**config.mk**
```make
export PLATFORM = sky130hd
export DESIGN_NAME = smc_seq_ctrl_flat
export DESIGN_NICKNAME = d
export VERILOG_FILES = /design/src/rtl/smc_pkg.sv /design/src/rtl/smc_seq_ctrl_if.sv /design/src/rtl/smc_dev_eval.sv /design/src/rtl/smc_seq_ctrl.sv /design/src/flat_wrapper.sv
export SDC_FILE = /design/constraint.sdc
export NUM_CORES = 1
export LEC_CHECK = 0
export ABC_AREA = 1
export BUFFER_PORTS_ARGS = -buffer_cell sky130_fd_sc_hd__buf_2
export CAP_MARGIN = 20
export CELL_PAD_IN_SITES_DETAIL_PLACEMENT = 1
export CELL_PAD_IN_SITES_GLOBAL_PLACEMENT = 1
export CORE_UTILIZATION = 46
export DETAILED_ROUTE_END_ITERATION = 7
export PLACE_DENSITY = 0.83
export SKIP_CTS_REPAIR_TIMING = 1
export SLEW_MARGIN = 20
export SYNTH_ARGS = -nofsm -noshare
export SYNTH_HDL_FRONTEND = slang
export SYNTH_SLANG_ARGS = --single-unit
```
**constraint.sdc**
```tcl
create_clock -name clk -period 16.9 [get_ports clk]
set_input_delay 0.845 -clock clk [delete_from_list [all_inputs] [get_ports clk]]
set_output_delay 0.845 -clock clk [all_outputs]
set_load 0.01 [all_outputs]
```
**src/rtl/smc_pkg.sv**
```systemverilog
// Shared types, widths and helpers for the serial MOSFET-calculator controller.
// Holds the running top/bottom-3 insertion and the weighted frame result.
package smc_pkg;

   localparam int N_DEV = 6;
   localparam int VAL_W = 7;
   localparam int OUT_W = 10;

   localparam int MODE_ID  = 0;
   localparam int MODE_MAX = 1;

   localparam logic [OUT_W-1:0] WGT0 = OUT_W'(3);
   localparam logic [OUT_W-1:0] WGT1 = OUT_W'(4);
   localparam logic [OUT_W-1:0] WGT2 = OUT_W'(5);

   typedef enum logic [1:0] {IDLE, COLLECT, OUT} state_t;

   typedef logic [VAL_W-1:0] val_t;

   // Invariant k0 >= k1 >= k2.
   typedef struct packed {
      val_t k0;
      val_t k1;
      val_t k2;
   } sort_t;

   function automatic sort_t init_keys(input logic keep_max);
      sort_t r;
      r = keep_max ? '0 : '1;
      return r;
   endfunction

   // Strict compares so an equal newcomer never displaces an earlier device.
   function automatic sort_t sort_insert(input sort_t s, input val_t v, input logic keep_max);
      sort_t r;
      r = s;
      if (keep_max) begin
         if (v > s.k0) begin
            r.k0 = v;
            r.k1 = s.k0;
            r.k2 = s.k1;
         end else if (v > s.k1) begin
            r.k1 = v;
            r.k2 = s.k1;
         end else if (v > s.k2) begin
            r.k2 = v;
         end
      end else begin
         if (v < s.k2) begin
            r.k2 = v;
            r.k1 = s.k2;
            r.k0 = s.k1;
         end else if (v < s.k1) begin
            r.k1 = v;
            r.k0 = s.k1;
         end else if (v < s.k0) begin
            r.k0 = v;
         end
      end
      return r;
   endfunction

   function automatic logic [OUT_W-1:0] frame_result(input sort_t s, input logic sel_id);
      logic [OUT_W-1:0] a, b, c;
      a = OUT_W'(s.k0);
      b = OUT_W'(s.k1);
      c = OUT_W'(s.k2);
      if (sel_id)
         return WGT0 * a + WGT1 * b + WGT2 * c;
      return a + b + c;
   endfunction

endpackage

```
**src/rtl/smc_seq_ctrl_if.sv**
```systemverilog
// Serial descriptor stream in, one-cycle frame result out.
// master drives descriptors and consumes results; slave is the controller.
interface smc_seq_ctrl_if;
   import smc_pkg::*;

   logic             in_valid;
   logic             in_ready;
   logic [1:0]       mode;
   logic [2:0]       w;
   logic [2:0]       v_gs;
   logic [2:0]       v_ds;
   logic             out_valid;
   logic [OUT_W-1:0] out_n;

   modport master (
      output in_valid, mode, w, v_gs, v_ds,
      input  in_ready, out_valid, out_n
   );

   modport slave (
      input  in_valid, mode, w, v_gs, v_ds,
      output in_ready, out_valid, out_n
   );

endinterface

```
**src/rtl/smc_dev_eval.sv**
```systemverilog
// Square-law device evaluation: drain current or transconductance of one transistor.
// Latency: purely combinational. Backpressure: none, no state.
// Region select: cutoff (v_gs<=1), triode (ov>v_ds), otherwise saturation.
module smc_dev_eval
   import smc_pkg::*;
(
   input  logic [2:0]       w,
   input  logic [2:0]       v_gs,
   input  logic [2:0]       v_ds,
   input  logic             sel_id,
   output logic [VAL_W-1:0] val
);

   logic [9:0] w_e, vds_e, ov_e;
   logic [9:0] id_num, gm_num, id_q, gm_q;
   logic       cutoff, triode;

   always_comb begin
      w_e    = {7'd0, w};
      vds_e  = {7'd0, v_ds};
      cutoff = (v_gs <= 3'd1);
      ov_e   = cutoff ? 10'd0 : {7'd0, v_gs - 3'd1};
      triode = !cutoff && (ov_e > vds_e);

      // Worst case numerator is 7*36 = 252, so 10 bits never wrap.
      if (triode) begin
         id_num = w_e * vds_e * ((ov_e << 1) - vds_e);
         gm_num = (w_e << 1) * vds_e;
      end else begin
         id_num = w_e * ov_e * ov_e;
         gm_num = (w_e << 1) * ov_e;
      end

      id_q = id_num / 10'd3;
      gm_q = gm_num / 10'd3;

      if (cutoff)
         val = '0;
      else
         val = sel_id ? VAL_W'(id_q) : VAL_W'(gm_q);
   end

endmodule

```
**src/rtl/smc_seq_ctrl.sv**
```systemverilog
// Serial six-device frame controller: evaluate, keep sorted top/bottom-3, emit weighted result.
// Latency: out_valid one cycle after the 6th accepted beat; 7 cycles minimum per frame.
// Backpressure: in_ready low only during the single OUT cycle; beats offered then are not taken.
module smc_seq_ctrl
   import smc_pkg::*;
(
   input  logic          clk,
   input  logic          rst,
   smc_seq_ctrl_if.slave bus
);

   state_t           state;
   logic [2:0]       beat_cnt;
   logic [1:0]       mode_q;
   sort_t            keys;
   logic             in_ready_q;
   logic             out_valid_q;
   logic [OUT_W-1:0] out_n_q;

   logic             accept;
   logic [1:0]       cur_mode;
   val_t             dev_val;
   sort_t            base_keys;
   sort_t            next_keys;

   assign bus.in_ready  = in_ready_q;
   assign bus.out_valid = out_valid_q;
   assign bus.out_n     = out_n_q;

   // The first beat of a frame arrives in IDLE and must see its own mode and fresh keys.
   always_comb begin
      accept    = bus.in_valid && in_ready_q;
      cur_mode  = (state == IDLE) ? bus.mode : mode_q;
      base_keys = (state == IDLE) ? init_keys(bus.mode[MODE_MAX]) : keys;
      next_keys = sort_insert(base_keys, dev_val, cur_mode[MODE_MAX]);
   end

   smc_dev_eval u_dev_eval (
      .w      (bus.w),
      .v_gs   (bus.v_gs),
      .v_ds   (bus.v_ds),
      .sel_id (cur_mode[MODE_ID]),
      .val    (dev_val)
   );

   always_ff @(posedge clk) begin
      if (rst) begin
         state       <= IDLE;
         beat_cnt    <= '0;
         mode_q      <= '0;
         keys        <= '0;
         in_ready_q  <= 1'b1;
         out_valid_q <= 1'b0;
         out_n_q     <= '0;
      end else begin
         out_valid_q <= 1'b0;
         out_n_q     <= '0;
         case (state)
            IDLE: begin
               if (accept) begin
                  mode_q   <= bus.mode;
                  keys     <= next_keys;
                  beat_cnt <= 3'd1;
                  state    <= COLLECT;
               end
            end
            COLLECT: begin
               if (accept) begin
                  keys <= next_keys;
                  if (beat_cnt == 3'(N_DEV - 1)) begin
                     beat_cnt    <= '0;
                     state       <= OUT;
                     in_ready_q  <= 1'b0;
                     out_valid_q <= 1'b1;
                     out_n_q     <= frame_result(next_keys, mode_q[MODE_ID]);
                  end else begin
                     beat_cnt <= beat_cnt + 3'd1;
                  end
               end
            end
            OUT: begin
               state      <= IDLE;
               in_ready_q <= 1'b1;
            end
            default: begin
               state      <= IDLE;
               in_ready_q <= 1'b1;
            end
         endcase
      end
   end

endmodule

```
**src/flat_wrapper.sv**
```systemverilog
// flat-port wrapper written by rule: the top's interface ports become plain ports
module smc_seq_ctrl_flat import smc_pkg::*;
  (clk, rst, bus_in_valid, bus_mode, bus_w, bus_v_gs, bus_v_ds, bus_in_ready, bus_out_valid, bus_out_n);
  smc_seq_ctrl_if bus_i ();
  input  logic clk;
  input  logic rst;
  input wire logic [$bits(bus_i.in_valid)-1:0] bus_in_valid;
  input wire logic [$bits(bus_i.mode)-1:0] bus_mode;
  input wire logic [$bits(bus_i.w)-1:0] bus_w;
  input wire logic [$bits(bus_i.v_gs)-1:0] bus_v_gs;
  input wire logic [$bits(bus_i.v_ds)-1:0] bus_v_ds;
  output wire logic [$bits(bus_i.in_ready)-1:0] bus_in_ready;
  output wire logic [$bits(bus_i.out_valid)-1:0] bus_out_valid;
  output wire logic [$bits(bus_i.out_n)-1:0] bus_out_n;
  assign bus_i.in_valid = bus_in_valid;
  assign bus_i.mode = bus_mode;
  assign bus_i.w = bus_w;
  assign bus_i.v_gs = bus_v_gs;
  assign bus_i.v_ds = bus_v_ds;
  assign bus_in_ready = bus_i.in_ready;
  assign bus_out_valid = bus_i.out_valid;
  assign bus_out_n = bus_i.out_n;
  smc_seq_ctrl u_core (.clk(clk), .rst(rst), .bus(bus_i));
endmodule
```
==> summary.md, run 1 <==
| Metric | Value |
|---|---|
| Clock Root Buffer | sky130_fd_sc_hd__clkbuf_16 |
| Initial drt markers | 345 |
| Unrepaired setup endpoints after global routing | false |
| Syn Std Cell Area | approximately 7200 um^2 |
| Overall die width | between 100 and 150 um |
| Total number of yosys warnings | 0 |
| Die span in y | 127 um |
| Worst hold-check path type | reg2reg |
| GR Util All Layers | approximately 27% |
| Number of vias per cell | 5.45 |
| Drc violations | 0 |
| Startpoint types | input pin |
| Yosys top cell by area | sky130_fd_sc_hd__ha_1 |
| Share of synthesized registers carrying an async set or reset | 0% |
| EDFF count, synth | 0 |
| Slowest library cell on the worst path | sky130_fd_sc_hd__fa_1 |
| Total number of vias | 7120 |
| Final worst path period share | 86.6% |
| Wire length of the first global-routing pass | 35.6 mm |
| Total length of routed wires | 20.8 mm |
| Residual antenna-violating net count after detailed routing | 0 |
| Max Clk Rate | 0.0683 GHz |
| Critical path capture point type | flop |
| Post-synth top area share | about 17% |
| Clock Sink Count | 40 |
| Initial antenna violation count | 0 |
| Worst setup path category | in2reg |
| Result of the run | finished, final reports clean |
| Leading post-synthesis cells by cell area | sky130_fd_sc_hd__ha_1 17%, sky130_fd_sc_hd__inv_1 12%, sky130_fd_sc_hd__fa_1 12%, sky130_fd_sc_hd__nand2_1 11%, sky130_fd_sc_hd__dfxtp_1 11% |
| Number of buffers created by CTS | 5 |
| WP data required | 17.13 ns |
| Via count of the first global-routing pass | approximately 7300 |
| Source-to-sink clock delay at the later pin of the worst-skew pair | 0.29 ns |
| Tightest slew margin relative to the limit | 51.1% |
| Number of register bits inferred by synthesis | 40 |
| Setup TNS | 0 ns |
| Most common cell after layout, fill and taps aside | sky130_fd_sc_hd__inv_1 |
| Final-report hold violation count | 0 |
| Net count after synthesis | around 1300 |
| H-tree Lvls | 2 |
| Max capacitance violation total | 0 |
| Area enclosed by the die boundary | 16100 um^2 |
| Starting density of the core | 47.2% |
| Clk pin slew, worst setup/hold paths | about 0.060 ns |
| Clock Skew | between 0.005 and 0.006 ns |
| Final Setup Violations | 0 |
| Maximum number of pins on one net before global-route repair | 46 |
| Clock tree from TritonCTS | done |
| Data arrival time at the worst-slack endpoint | approximately 15 ns |
| Top fanout value on the critical path | 20 |
| Register area share after synthesis | 11.2% |
| Number of nets in the final layout | 1272 |
| HPWL after DPL | between 15 and 20 mm |
| Highest-count cells in the layout ignoring fill and taps | 232 x sky130_fd_sc_hd__inv_1, 216 x sky130_fd_sc_hd__nand2_1, 103 x sky130_fd_sc_hd__nor2_1 |
| Cell repeated most along the worst path | sky130_fd_sc_hd__nand2_1 |
| P&R area growth vs syn | 6.33% |
| Cells after Synth | 1107 |
| Avg Cell Area, Syn | 6.48 um^2 |
| Pin slew with the least headroom to its limit | 0.732 ns |
| Number of top-level design ports | 26 |
| Unique cell type count in the Yosys netlist | between 50 and 60 |
| Time the worst path needs with I/O delays and setup | 14.64 ns |
| Slowest cell delay on critical path | ~0.56 ns |
| GP Congestion | roughly 0.87 |
| Wire per inst | 15.9 um |
| Residual overflow from global routing | 0 |
| CTS max path bufs | 2 |
| Number of pins with negative max-slew slack in the final report | 0 |
| Number of buffer cells added on primary ports | 25 |
| Layout cell share with drive strength beyond 1 | under 10% |
| Number of iterations in the first detailed-routing pass | 5 |
| Most instantiated flip-flop cell in the synthesis netlist | sky130_fd_sc_hd__dfxtp_1 |
| Core Area | about 15000 um^2 |
| Row count | 45 |
| Ant. Diodes | 0 |
-- metrics by stage --
step,utilization [%],setup WS (ns),hold slack (ns),instances,instance area (um^2)
after floorplan,-,4.82,0.428,1107,7170
after global placement,49.1,2.51,0.463,1299,7460
after detailed placement,49.1,2.05,0.458,1299,7460
after CTS,50.2,2.32,0.480,1307,7630
after global routing,50.2,0.847,0.505,1307,7630
final,50.2,2.26,0.475,1307,7630
-- logic make-up (layout without fill, tap and decap cells) --
| logic type | count (synthesis) | after routing | share of synthesized area (%) |
|---|---|---|---|
| xor gates and xnor gates | 16 | 16 | 1.95 |
| and+or+nand+nor | 400 | 400 | 24.0 |
| DFF | 40 | 40 | 11.2 |
| adders and majority gates | 140 | 140 | 28.9 |
| buffers and inverters | 268 | 280 | 14.2 |
| AOI/OAI and AO/OA | 243 | 243 | 19.7 |
-- state kept, by name (all words and copies together), names as in the netlist --
name / count
u_core.keys: 21
u_core.bus.out_n: 10
u_core.beat_cnt: 3
u_core.mode_q: 2
u_core.state: 2
u_core.bus.in_ready: 1
u_core.bus.out_valid: 1
-- layer usage --
metal  up-vias  routed length [um]  global-route usage, %
met5         -                   0                      0
met4         0                 374                   6.23
met3        31                 540                   2.49
met2        97               10000                   48.5
met1      3433                9850                   35.5
li1       3559                   -                      -
-- worst max-delay path: cells and delay by family --
kind	cells	cell delay [ns]
compound gates	12	2.30
xor+xnor	1	0.19
fa+ha+maj	13	4.70
buf+inv	20	2.55
simple gates	35	4.21
-- cell usage after synthesis (all sizes together), types with 2 or more instances --
cell type and n:
a211oi 4, a21boi 2, a21o 2, a21oi 97, a221oi 4, a31oi 10
a32oi 3, buf 4, clkbuf 21, clkinv 4, dfxtp 40, fa 43
ha 97, inv 239, nand2 230, nand3 44, nand3b 2, nand4 7
nor2 108, nor3 4, o2111ai 3, o211ai 9, o21ai 92, o21bai 4
o221a 2, o22ai 3, o31ai 2, or2 3, xnor2 8, xor2 8
-- path summary, 6_finish.rpt --
path / from / end / slack, ns / cells past startpoint
max: bus_v_gs[1] / u_core.bus.out_n[8] / 2.26 / 81
min: u_core.state[0] / u_core.beat_cnt[0] / 0.47 / 1
max reg2reg: u_core.state[1] / u_core.bus.out_n[8] / 6.45 / 60
min reg2reg: u_core.state[0] / u_core.beat_cnt[0] / 0.47 / 1
-- final cells by class --
type	instances	area [um^2]
clock buffers	5	125
clock inverters	3	42.5
fillers	2101	7570
inverters	243	915
multi-input cells	799	5360
flip-flops and latches	40	801
well taps	188	235
repair buffers	29	155
Power of run 1 is left out: the tool's default activity adds up to more than one toggle a clock period on the data nets, which glitch-free logic cannot reach.
==> run 2, diff against run 1 <==
- CORE_UTILIZATION: 46 -> 47
- PLACE_DENSITY: 0.83 -> 0.84
- SYNTH_HIERARCHICAL: unset -> 1
==> summary.md, run 2 <==
| Metric | Value |
|---|---|
| Result of the run | finished, final reports clean |
| Row count | 45 |
| XOR/XNOR Fraction of Synth Area | roughly 1.4% |
| Smallest hold slack | 0.513 ns |
| Fraction of synthesized area in multiplexers | 0% |
| Fill cells | between 2000 and 2500 |
| Time the worst path needs with I/O delays and setup | approximately 14 ns |
| Residual overflow from global routing | 0 |
| Leading post-synthesis cells by cell area | sky130_fd_sc_hd__ha_1 15%, sky130_fd_sc_hd__fa_1 13%, sky130_fd_sc_hd__nand2_1 12%, sky130_fd_sc_hd__inv_1 12%, sky130_fd_sc_hd__dfxtp_1 11% |
| Register with the most flip-flops | u_core/keys |
| Crit path depth | 66 |
| Worst setup path category | in2reg |
| Most instantiated flip-flop cell in the synthesis netlist | sky130_fd_sc_hd__dfxtp_1 |
| Post-synth top area share | 14.8% |
| Worst Setup Slack post-DPL | 3.19 ns |
| P&R area growth vs syn | 6.14% |
| Drc violations | 0 |
| Crit Reg-Reg Endpoint | u_core/bus.out_n[8] |
| EDFF count, synth | 0 |
| Startpoint types | input pin |
| Most common cell after layout, fill and taps aside | sky130_fd_sc_hd__nand2_1 |
| Number of buffers created by CTS | 5 |
| Number of register bits inferred by synthesis | 40 |
| Tightest slew margin relative to the limit | approximately 37% |
| Unrepaired setup endpoints after global routing | false |
| Critical path capture point type | flop |
| Endpoint with the worst hold slack | u_core/bus.in_ready |
| Post-synthesis share of cell area spent on and, or, nand and nor gates | 29.2% |
| Number of top-level design ports | 26 |
| Register area share after synthesis | 11.0% |
| Yosys top cell by area | sky130_fd_sc_hd__ha_1 |
| Slowest cell delay on critical path | 0.58 ns |
| Adder-cell share of the synthesized area | 28.0% |
| Number of buffer cells added on primary ports | 25 |
| Overall die width | between 100 and 150 um |
| Flip-flop count of the largest register after layout | 21 |
| Avg Cell Area, Syn | roughly 6.6 um^2 |
| Launch instance of the worst register-to-register path | u_core/mode_q[0] |
| Number of cells on the worst hold path | 2 |
| Total length of routed wires | 22.3 mm |
| Worst hold-check path type | reg2reg |
| GP Congestion | 0.882 |
| CTS max path bufs | 2 |
| Final worst setup slack | 3.30 ns |
| Clock Root Buffer | sky130_fd_sc_hd__clkbuf_16 |
| Crit path buffers/inverters | 12 |
| WP data required | 17.12 ns |
| Largest family of logic cells by synthesized area | simple AND/OR/NAND/NOR gates |
| Beginning of the critical path | bus_v_gs[2] |
| Final-report hold violation count | 0 |
| Area enclosed by the die boundary | 16000 um^2 |
| Layout cell share with drive strength beyond 1 | 11.2% |
| Syn Std Cell Area | 7270 um^2 |
| Top Family by Delay on Critical Path | adder cells |
| Wire length of the first global-routing pass | 37.3 mm |
| HPWL after DPL | 18.0 mm |
| Area fraction in compound gates after synthesis | 16.3% |
| Data arrival time at the worst-slack endpoint | 13.81 ns |
| Share of synthesized registers carrying an async set or reset | 0% |
| Most used standard cell by instance count after synthesis | sky130_fd_sc_hd__nand2_1 |
| Clock Skew | 0.00814 ns |
| Clock tree from TritonCTS | done |
| Net count after synthesis | 1257 |
| Setup TNS | 0 ns |
| GR Util All Layers | 29.2% |
| Core Area | 15100 um^2 |
| Max capacitance violation total | 0 |
| Wire per inst | 17.0 um |
| Number of vias per cell | 5.52 |
| Initial drt markers | 470 |
| Top fanout value on the critical path | 17 |
| Die span in y | 126 um |
| Cell repeated most along the worst path | sky130_fd_sc_hd__nand2_1 |
| Number of nets in the final layout | 1268 |
| Unique cell type count in the Yosys netlist | 46 |
| Final worst path period share | about four fifths |
| Clk pin slew, worst setup/hold paths | about 0.07 ns |
| Slowest library cell on the worst path | sky130_fd_sc_hd__fa_1 |
| Total number of vias | 7221 |
| Starting density of the core | 48.0% |
| Number of cells on the worst reg-to-reg path | 53 |
| Internal reg-to-reg setup slack | 5.91 ns |
| Residual antenna-violating net count after detailed routing | 0 |
| Total number of yosys warnings | 6 |
| Clock Sink Count | 40 |
| Number of pins with negative max-slew slack in the final report | 0 |
| Ant. Diodes | 0 |
| Maximum number of pins on one net before global-route repair | 36 |
| Layout Cell Area excl Fill | 7720 um^2 |
| Initial antenna violation count | 0 |
| Max Clk Rate | 0.0736 GHz |
| Most common library cells after synthesis | 237 x sky130_fd_sc_hd__nand2_1, 223 x sky130_fd_sc_hd__inv_1, 88 x sky130_fd_sc_hd__nor2_1, 86 x sky130_fd_sc_hd__ha_1, 64 x sky130_fd_sc_hd__nand3_1 |
| Via count of the first global-routing pass | 7318 |
| Pin slew with the least headroom to its limit | slightly above 0.9 ns |
| Final Setup Violations | 0 |
| Total cell area at the placement stage | 7540 um^2 |
| Source-to-sink clock delay at the later pin of the worst-skew pair | 0.29 ns |
| HP Start | u_core/bus.in_ready |
| H-tree Lvls | 2 |
| Cells after Synth | about 1100 |
| Highest-count cells in the layout ignoring fill and taps | 237 x sky130_fd_sc_hd__nand2_1, 223 x sky130_fd_sc_hd__inv_1, 87 x sky130_fd_sc_hd__nor2_1 |
| Number of iterations in the first detailed-routing pass | 5 |
run 2: changes by cell type after synthesis, moves of 9 or more:
cell and change:
sky130_fd_sc_hd__o21ai_0 -14, sky130_fd_sc_hd__nand3_1 +30, sky130_fd_sc_hd__nand2_2 +10, sky130_fd_sc_hd__ha_1 -11
sky130_fd_sc_hd__nor2_1 -16, sky130_fd_sc_hd__inv_1 -9, sky130_fd_sc_hd__o211ai_1 +18, sky130_fd_sc_hd__nand2_1 +21
sky130_fd_sc_hd__a21oi_1 -29
run 2: final cells by class:
cell class	instances	area [um^2]	share of cell area, %
flip-flops and latches	40	801	10.4
clock inverters	3	46.3	0.600
repair buffers	30	163	2.11
multi-input cells	806	5450	70.7
inverters	237	892	11.6
clock buffers	5	125	1.62
well taps	188	235	3.05
run 2: worst max-delay path by stage:
stage,endpoint,slack (ns)
floorplan,u_core/bus.out_n[9],5.44
global placement,u_core/bus.out_n[8],3.61
detailed placement,u_core/bus.out_n[8],3.19
CTS,u_core/bus.out_n[8],3.40
global route,u_core/bus.out_n[9],2.24
finish,u_core/bus.out_n[8],3.30
run 2: cells by family after synthesis:
kind of cell    after synthesis
simple gates                464
buf+inv                     263
compound gates              196
fa+ha+maj                   134
flops                        40
xor+xnor                     12
run 2: tightest hold or removal path, cell delays in order, from the launching register on:
cell and delay, ns:
sky130_fd_sc_hd__dfxtp_1 0.33, sky130_fd_sc_hd__inv_1 0.05, sky130_fd_sc_hd__o21ai_0 0.07
run 2: stage by stage:
step / util [%] / instances
floorplan: - / 1109
global route: 50.9 / 1309
CTS: 50.9 / 1309
finish: 50.9 / 1309
global placement: 49.8 / 1301
detailed placement: 49.8 / 1301
run 2: routing by layer:
layer  share of wire, %  GRT usage, %
met5                  0             0
met4               0.92          4.68
met3                5.3          2.49
met2                 44          46.5
met1                 50          43.5
Power of run 2 is left out for the same reason.
==> run 3, diff against run 2 <==
- ABC_AREA: 1 -> 0
- CORE_UTILIZATION: 47 -> 49
- clock period: 16.9 -> 12.9 ns (I/O delays scaled with it)
==> summary.md, run 3 <==
| Metric | Value |
|---|---|
| Number of buffers created by CTS | 5 |
| WP data required | 13.06 ns |
| Final worst setup slack | -0.282 ns |
| Starting density of the core | 50.9% |
| Maximum number of pins on one net before global-route repair | 32 |
| Total length of routed wires | 34.1 mm |
| Clock Skew | 0.00551 ns |
| Number of buffer cells added on primary ports | 25 |
| Residual overflow from global routing | 0 |
| Most common library cells after synthesis | 117 x sky130_fd_sc_hd__inv_1, 115 x sky130_fd_sc_hd__nor2_1, 86 x sky130_fd_sc_hd__ha_1, 83 x sky130_fd_sc_hd__nand2_1, 49 x sky130_fd_sc_hd__a21oi_1 |
| Total number of yosys warnings | 6 |
| Number of register bits inferred by synthesis | 40 |
| Number of top-level design ports | 26 |
| Final Instance Count excl. Fillers | 1286 |
| Data arrival time at the worst-slack endpoint | between 10 and 15 ns |
| Total number of vias | roughly 8700 |
| GP Congestion | slightly below 0.9 |
| Final-report hold violation count | 0 |
| Tightest slew margin relative to the limit | 33.1% |
| Most used standard cell by instance count after synthesis | sky130_fd_sc_hd__inv_1 |
| Clock Root Buffer | sky130_fd_sc_hd__clkbuf_16 |
| Avg Cell Area, Syn | 7.84 um^2 |
| Clk pin slew, worst setup/hold paths | 0.07 ns |
| Ant. Diodes | 0 |
| Clock Sink Count | 40 |
| Worst setup path category | in2reg |
| Time the worst path needs with I/O delays and setup | between 10 and 15 ns |
| Fill cells | 1830 |
| Number of pins with negative max-slew slack in the final report | 0 |
| Drc violations | 0 |
| HPWL after DPL | 21.2 mm |
| Row count | between 40 and 50 |
| Startpoint types | input pin |
| Unique cell type count in the Yosys netlist | a little over 90 |
| Die span in y | 128 um |
| Result of the run | finished with violations |
| Residual antenna-violating net count after detailed routing | 0 |
| Max capacitance violation total | 0 |
| Wire length of the first global-routing pass | around 44 mm |
| Register with the most flip-flops | u_core/keys |
| Clock tree from TritonCTS | done |
| Most instantiated flip-flop cell in the synthesis netlist | sky130_fd_sc_hd__dfxtp_1 |
| Worst hold-check path type | reg2reg |
| Slowest cell delay on critical path | 0.59 ns |
| Syn Std Cell Area | 7820 um^2 |
| Final worst path period share | 102% |
| Pin slew with the least headroom to its limit | 1.00 ns |
| Wire per inst | 26.5 um |
| Multi-input gate area in the final layout | 6820 um^2 |
| CTS max path bufs | 2 |
| Critical path capture point type | flop |
| Inst Count DP | ~1200 |
| H-tree Lvls | 2 |
| Slowest library cell on the worst path | sky130_fd_sc_hd__mux4_2 |
| EDFF count, synth | 0 |
| Area taken by flip-flops and latches | 801 um^2 |
| GR Util All Layers | 34.5% |
| Register area share after synthesis | 10.2% |
| Top fanout value on the critical path | 9 |
| Leading post-synthesis cells by cell area | sky130_fd_sc_hd__ha_1 14%, sky130_fd_sc_hd__fa_1 12%, sky130_fd_sc_hd__dfxtp_1 10%, sky130_fd_sc_hd__inv_1 5.6%, sky130_fd_sc_hd__nor2_1 5.5% |
| Max Clk Rate | 0.0759 GHz |
| Number of iterations in the first detailed-routing pass | 5 |
| Flip-flop count of the largest register after layout | 21 |
| Area enclosed by the die boundary | 16500 um^2 |
| Via count of the first global-routing pass | 8351 |
| Net count after synthesis | 1145 |
| Yosys top cell by area | sky130_fd_sc_hd__ha_1 |
| Overall die width | roughly 130 um |
| Smallest hold slack | roughly 0.51 ns |
| Highest-count cells in the layout ignoring fill and taps | 113 x sky130_fd_sc_hd__inv_1, 108 x sky130_fd_sc_hd__nor2_1, 81 x sky130_fd_sc_hd__buf_4 |
| Cell repeated most along the worst path | sky130_fd_sc_hd__inv_1 |
| Initial drt markers | about 1000 |
| Core Area | 15400 um^2 |
| Source-to-sink clock delay at the later pin of the worst-skew pair | a little under 0.3 ns |
| Layout cell share with drive strength beyond 1 | 22.8% |
| Share of synthesized registers carrying an async set or reset | 0% |
| Number of nets in the final layout | 1222 |
| Number of vias per cell | between 6 and 7 |
| Initial antenna violation count | 0 |
| P&R area growth vs syn | 19.1% |
| Violations in the final reports | negative setup slack |
| Most common cell after layout, fill and taps aside | sky130_fd_sc_hd__inv_1 |
| Post-synth top area share | 13.8% |
| Final Setup Violations | 4 |
| Cells after Synth | about 1000 |
run 3: logic make-up (layout without fill, tap and decap cells):
group / Yosys count / in the layout / synth area share, %
AND/OR/NAND/NOR: 343 / 343 / 21.6
AO/OA/AOI/OAI: 248 / 249 / 23.5
buffers and inverters: 162 / 239 / 8.62
adder cells (fa/ha/maj): 136 / 136 / 26.3
flip-flops: 40 / 40 / 10.2
XOR/XNOR: 35 / 35 / 4.40
multiplexers: 33 / 33 / 5.23
run 3: layer usage:
| layer | GRT usage (%) | wire length [um] | part of all wire (%) | up-vias |
|---|---|---|---|---|
| met5 | 0 | 0 | 0 | - |
| met4 | 10.2 | 1670 | 4.9 | 0 |
| met3 | 4.37 | 3030 | 8.9 | 166 |
| met2 | 58.0 | 16100 | 47 | 603 |
| met1 | 46.3 | 13400 | 39 | 4301 |
| li1 | - | - | - | 3629 |
run 3: area by class of cell:
type	count	area share (%)
multi-input cells	796	73.2
inverters	119	4.81
flip-flops and latches	40	8.60
clock buffers	5	1.34
clock inverters	3	0.497
well taps	211	2.84
repair buffers	112	8.69
run 3: path summary, 6_finish.rpt:
path	startpoint	to	slack, ns	cells past startpoint
max	bus_v_gs[0]	u_core/bus.out_n[8]	-0.28	55
min	u_core/keys[13]	u_core/keys[13]	0.51	2
max reg2reg	u_core/mode_q[0]	u_core/bus.out_n[8]	2.48	42
min reg2reg	u_core/keys[13]	u_core/keys[13]	0.51	2
run 3: critical path, delay by kind of cell:
family / cells / cell delay, ns
compound gates: 14 / 3.09
xor+xnor: 2 / 0.25
fa+ha+maj: 14 / 5.45
buf+inv: 12 / 1.34
mux: 2 / 0.82
simple gates: 11 / 1.76
run 3: per-stage QoR:
step	instance area (um^2)	worst slack (ns)	setup TNS, ns	utilization [%]
finish	9310	-0.282	-0.626	60.6
global placement	8360	0.0997	0	54.4
CTS	8530	-0.216	-0.506	55.5
floorplan	7820	0.586	0	-
detailed placement	8360	-0.461	-1.12	54.4
global route	9310	-0.496	-1.73	60.6
Power of run 3 is left out for the same reason.
